==> config.mk <==
export PLATFORM = sky130hd
export DESIGN_NAME = fetch_stage
export DESIGN_NICKNAME = d
export VERILOG_FILES = /design/src/rtl/fetch_stage.sv
export SDC_FILE = /design/constraint.sdc
export NUM_CORES = 1
export LEC_CHECK = 0
export CAP_MARGIN = 10
export CORE_MARGIN = 1
export CORE_UTILIZATION = 42
export DETAILED_ROUTE_END_ITERATION = 8
export PLACE_DENSITY = 0.73
export SETUP_SLACK_MARGIN = 0.15
export SLEW_MARGIN = 0
export SYNTH_ARGS = -nofsm -noshare
export SYNTH_HDL_FRONTEND = slang
export SYNTH_SLANG_ARGS = --single-unit
==> constraint.sdc <==
create_clock -name clk -period 2.2 [get_ports clk]
set_clock_uncertainty 0.2 [all_clocks]
set_input_delay 0.44 -clock clk [delete_from_list [all_inputs] [get_ports clk]]
set_output_delay 0.44 -clock clk [all_outputs]
set_load 0.02 [all_outputs]
==> src/rtl/fetch_stage.sv <==
// Instruction fetch stage: holds the PC, reads instruction memory combinationally
// and registers {valid, inst, pc, pcplus, inst_count, canary} into the FE latch.
module fetch_stage #(
  parameter int                        DBITS          = 32,
  parameter int                        IMEM_ADDR_BITS = 14,
  parameter logic [DBITS-1:0]          START_PC       = 32'h0000_0200,
  parameter int                        CANARY_WIDTH   = 4,
  parameter logic [CANARY_WIDTH-1:0]   CANARY_VALUE   = 4'hF
) (
  input  logic                                      clk,
  input  logic                                      reset,
  input  logic                                      stall_DE,
  input  logic                                      redirect_AGEX,
  input  logic [DBITS-1:0]                          target_AGEX,
  output logic [IMEM_ADDR_BITS-1:0]                 imem_addr,
  input  logic [31:0]                               imem_rdata,
  output logic [1+32+3*DBITS+CANARY_WIDTH-1:0]      FE_latch_out,
  output logic                                      misalign_err
);

  localparam int LATCH_W = 1 + 32 + 3 * DBITS + CANARY_WIDTH;

  // Valid semantics: FE_latch_out[MSB]=1 marks a real instruction for decode;
  // decode holds it off with stall_DE, and a valid=0 word is a bubble with all fields zero.
  logic [DBITS-1:0]   pc;
  logic [DBITS-1:0]   inst_count;
  logic [LATCH_W-1:0] fe_latch;
  logic               misalign;
  logic [DBITS-1:0]   pc_plus4;
  logic [DBITS-1:0]   count_plus1;

  assign pc_plus4    = pc + DBITS'(4);
  assign count_plus1 = inst_count + DBITS'(1);

  assign imem_addr    = pc[IMEM_ADDR_BITS+1:2];
  assign FE_latch_out = fe_latch;
  assign misalign_err = misalign;

  always_ff @(posedge clk) begin
    if (reset) begin
      pc         <= START_PC;
      inst_count <= '0;
      fe_latch   <= '0;
      misalign   <= 1'b0;
    end else if (redirect_AGEX) begin
      // Redirect wins over stall: squash the wrong-path fetch and drop the low bits.
      pc       <= {target_AGEX[DBITS-1:2], 2'b00};
      fe_latch <= '0;
      misalign <= misalign | (|target_AGEX[1:0]);
    end else if (!stall_DE) begin
      pc         <= pc_plus4;
      inst_count <= count_plus1;
      fe_latch   <= {1'b1, imem_rdata, pc, pc_plus4, count_plus1, CANARY_VALUE};
    end
  end

endmodule

==> Flow_metrics.wiki <==
{| class="wikitable"
! Metric !! Value
|-
| Cell area after technology mapping || 8560 um2
|-
| Initial antenna violation count || 0
|-
| Crit path DAT || 2.22 ns
|-
| Insertion delay to the later sink of the worst-skew pair || 0.43 ns
|-
| Clock sinks || 188
|-
| X dimension of the die || 145 um
|-
| Maximum number of pins on one net before global-route repair || 66
|-
| Die ar. || approximately 21000 um2
|-
| Number of placed cells counting well taps || 1480
|-
| Wire length per cell || 16.6 um
|-
| Sequential standard cell area || about 3800 um2
|-
| Share of the synthesized area in the top cell type || 0.440
|-
| Wire length of the first global-routing pass || 38.6 mm
|-
| Path type of the worst min-delay path || in2reg
|-
| Kind of end point of the critical path || flip-flop
|-
| Worst Reg-to-Reg Cells || 5
|-
| Number of inserted diodes || 0
|-
| Switching power share of the total || 0.257
|-
| Number of nets in the final layout || 1318
|-
| Primary flip-flop cell chosen by synthesis mapping || sky130_fd_sc_hd__dfxtp_1
|-
| Number of warnings issued by yosys || 0
|-
| Cell taking the most area after synthesis || sky130_fd_sc_hd__dfxtp_1
|-
| # Max-Cap Violations || 0
|-
| Combinational fraction of design power || 0.128
|-
| Most numerous cell on the critical path || sky130_fd_sc_hd__or4_4
|-
| RSZ-0062 raised after global routing || true
|-
| Internal portion of total power || 5.65 mW
|-
| Final worst-path setup slack || 0.111 ns
|-
| Worst IR Drop VDD || 0.479 mV
|-
| Delay contributed by the slowest stage of the critical path || ~0.59 ns
|-
| Synthesis-stage register bit count || 188
|-
| Origin of the critical flop-to-flop path || inst_count[0]
|-
| Mean number of vias per cell || between 5 and 6
|-
| Remaining Overflow, GRT || 0
|-
| Area of combinational cells with multiple inputs || about 4600 um2
|-
| Cell types with the largest area share after synthesis || sky130_fd_sc_hd__dfxtp_1, sky130_fd_sc_hd__mux2i_1, sky130_fd_sc_hd__nor2_1
|-
| Number of global-route vias before repair || 7427
|-
| CORE AREA || 19700 um2
|-
| Final-report setup violation count || 0
|-
| Post-placement worst setup slack || -0.0737 ns
|-
| CTS buffer count || 17
|-
| Min-Delay Endpoint || FE_latch_out[19]
|-
| Area Overhead vs Synth || 47.6%
|-
| Count of mapped cells out of synthesis || 999
|-
| Achievable Freq || 479 MHz
|-
| Remaining antenna violation count after routing || 0
|-
| Beginning of the worst hold path || stall_DE
|-
| Setup slack, reg-to-reg || 0.11 ns
|-
| H-tree depth || 4
|-
| Router iterations before antenna repair || 5
|-
| Share of post-route cells with drive strength above 1 || 0.182
|-
| Tcrit/Tclk final || 0.949
|-
| Endpoint of the most critical register-to-register path || FE_latch_out[35]
|-
| Cell chosen for the clock root || sky130_fd_sc_hd__clkbuf_16
|-
| Global-route usage over all layers || 0.237
|-
| Run status || finished clean
|-
| Total wire length || between 20 and 30 mm
|-
| Final Hold Vio Count || 0
|-
| Min Tclk post-route || 2.09 ns
|-
| Part of the power in registers || 0.470
|-
| Max FO, Critical Path || 4
|-
| First-iteration detailed-routing DRC count || 532
|-
| PortBufs || 211
|-
| Req. time, crit path || 2.33 ns
|-
| Number of cell rows || slightly above 50
|-
| Initial Utilization || 0.434
|-
| Asr flop ratio synth || 0
|-
| Switching Power || slightly below 2 mW
|-
| Count of different cell masters after synthesis || 52
|-
| Estimated wirelength of the detail-placed design || 17.7 mm
|-
| Post-layout instance count excluding filler cells || 1526
|-
| Y dimension of the die || 145 um
|-
| Final count of pins violating max slew || 0
|-
| Residual DRC || 0
|-
| Total design power || 7.61 mW
|-
| Hold-critical path depth || 3
|-
| Kind of launch point of the worst setup path || flip-flop
|-
| Critical path's slowest cell || sky130_fd_sc_hd__or4_4
|-
| Total number of vias || 7929
|-
| Worst-case clock buffer depth || 2
|-
| Worst-path cell chain || nand4_1 > or4_4 > or4_4 > xnor2_1 > o21ba_1
|-
| Leakage Power || 6.30 nW
|-
| Clock transition at path regs || 0.07 ns
|-
| Post-synthesis sequential area ratio || 0.440
|-
| Final-layout fill cell count || 1570
|-
| Clock tree from TritonCTS || built
|-
| Gpl congestion || ~0.89
|-
| Areal power density over the cells || 602 nW/um2
|-
| Number of enable flip-flop cells after synthesis || 0
|-
| Category of the most critical setup path || reg2reg
|-
| Clock network power share || 0.401
|-
| Ports || 216
|-
| Average footprint of a synthesized cell || 8.57 um2
|}
==> worst max-delay path by stage <==
stage                  startpoint                to  slack (ns)  depth (start not counted)
floorplan                   pc[4]            pc[29]        0.06                          6
global placement    redirect_AGEX    inst_count[13]       -0.06                          5
detailed placement  redirect_AGEX    inst_count[25]       -0.07                          5
CTS                         pc[3]            pc[29]        0.11                          5
global route                pc[2]            pc[29]        0.06                          5
finish              inst_count[0]  FE_latch_out[35]        0.11                          5
==> metrics by stage <==
step	utilization	cell area, um2	setup TNS, ns	hold slack [ns]
after floorplan	-	8730	0	0.277
after global placement	0.584	11500	-0.169	0.235
after detailed placement	0.584	11500	-1.27	0.256
after CTS	0.616	12100	0	0.169
after global routing	0.641	12600	0	0.194
final	0.641	12600	0	0.184
==> area by class of cell <==
class / instances / share of cell area
Sequential cell: 188 / 0.301
Multi-Input combinational cell: 701 / 0.361
Tap cell: 265 / 0.0262
Clock buffer: 18 / 0.0340
Clock inverter: 14 / 0.0114
Inverter: 9 / 0.00267
Timing Repair Buffer: 331 / 0.263
==> state kept, by name, summed over array words and instances, names as in the netlist <==
signal,flops
FE_latch_out,125
inst_count,32
misalign_err,1
pc,30
==> logic make-up (layout without fill, tap and decap cells) <==
family,Yosys count,in the layout,synth area share
DFF,188,188,0.440
AOI/OAI and AO/OA,160,160,0.106
muxes,63,63,0.0737
adders and majority gates,2,2,0.00292
buffers and inverters,113,372,0.0608
other,1,4,0.000438
and+or+nand+nor,371,371,0.213
xor gates and xnor gates,101,101,0.103
==> Yosys cell counts, drive strengths merged, types with 7 or more instances <==
master    n
or4       8
mux2i    63
nor3     21
clkbuf   70
o21ai    49
nor4     23
and4      7
or3      12
a21oi    72
a211oi   15
nand4    27
nor2    146
xor2     47
nand3    37
dfxtp   188
inv       8
buf      34
xnor2    54
nand2    68
==> critical path, delay by kind of cell (launching register included) <==
family / cells / cell delay, ns
AND/OR/NAND/NOR: 3 / 1.13
flip-flops: 1 / 0.37
AO/OA/AOI/OAI: 1 / 0.16
XOR/XNOR: 1 / 0.14
==> layout by cell type (no fill, tap or decap), types with 4 or more instances in the layout <==
cell | Yosys | final
sky130_fd_sc_hd__clkinv_2 | 0 | 5
sky130_fd_sc_hd__dfxtp_4 | 0 | 6
sky130_fd_sc_hd__buf_12 | 0 | 9
sky130_fd_sc_hd__clkdlybuf4s50_1 | 0 | 89
sky130_fd_sc_hd__mux2i_1 | 63 | 63
sky130_fd_sc_hd__dfxtp_1 | 188 | 165
sky130_fd_sc_hd__inv_6 | 0 | 4
sky130_fd_sc_hd__o21ai_0 | 49 | 48
sky130_fd_sc_hd__xor2_1 | 47 | 47
sky130_fd_sc_hd__o211ai_1 | 4 | 4
sky130_fd_sc_hd__nor3_1 | 21 | 13
sky130_fd_sc_hd__nand2_1 | 68 | 65
sky130_fd_sc_hd__and3_1 | 5 | 5
sky130_fd_sc_hd__nor3_2 | 0 | 5
sky130_fd_sc_hd__and2_1 | 5 | 5
sky130_fd_sc_hd__dfxtp_2 | 0 | 17
sky130_fd_sc_hd__nor4_2 | 3 | 6
sky130_fd_sc_hd__nand4_1 | 26 | 26
sky130_fd_sc_hd__nand3_1 | 36 | 33
sky130_fd_sc_hd__a31oi_1 | 4 | 4
sky130_fd_sc_hd__dlymetal6s2s_1 | 0 | 80
sky130_fd_sc_hd__or3_1 | 12 | 9
sky130_fd_sc_hd__nor2_1 | 146 | 144
sky130_fd_sc_hd__buf_6 | 0 | 12
sky130_fd_sc_hd__or4_4 | 4 | 6
sky130_fd_sc_hd__nor2b_1 | 4 | 4
sky130_fd_sc_hd__inv_1 | 7 | 7
sky130_fd_sc_hd__xnor2_1 | 54 | 52
sky130_fd_sc_hd__nor4_4 | 1 | 7
sky130_fd_sc_hd__and4_1 | 7 | 6
sky130_fd_sc_hd__conb_1 | 1 | 4
sky130_fd_sc_hd__nor4_1 | 19 | 10
sky130_fd_sc_hd__a21oi_1 | 72 | 71
sky130_fd_sc_hd__buf_4 | 23 | 99
sky130_fd_sc_hd__clkbuf_16 | 0 | 17
sky130_fd_sc_hd__dlygate4sd2_1 | 0 | 39
sky130_fd_sc_hd__a211oi_1 | 15 | 14
==> per-layer routing <==
| layer | vias up | global-route usage | share of wire |
|---|---|---|---|
| li1 | 3903 | - | - |
| met1 | 3751 | 0.307 | 0.43 |
| met2 | 244 | 0.399 | 0.49 |
| met3 | 31 | 0.0530 | 0.063 |
| met4 | 0 | 0.0598 | 0.013 |
| met5 | - | 0 | 0 |
==> power by group through the flow <==
| stage | sequential [mW] | clock (mW) | combinational [mW] |
|---|---|---|---|
| floorplan | 3.73 | 0 | 0.445 |
| global placement | 3.65 | 0 | 0.968 |
| detailed placement | 3.66 | 0 | 0.975 |
| CTS | 3.58 | 3.10 | 0.966 |
| global route | 3.59 | 3.26 | 1.05 |
| finish | 3.58 | 3.05 | 0.975 |
==> repair_timing <==
action | CTS | global route
hold buffers | 0 | 0
gates resized for setup | 58 | 129
endpoints found under the setup margin | 68 | 124
buffers inserted | 5 | 9
pin swaps | 5 | 17
No activity file was read; power rests on OpenSTA's default activity.
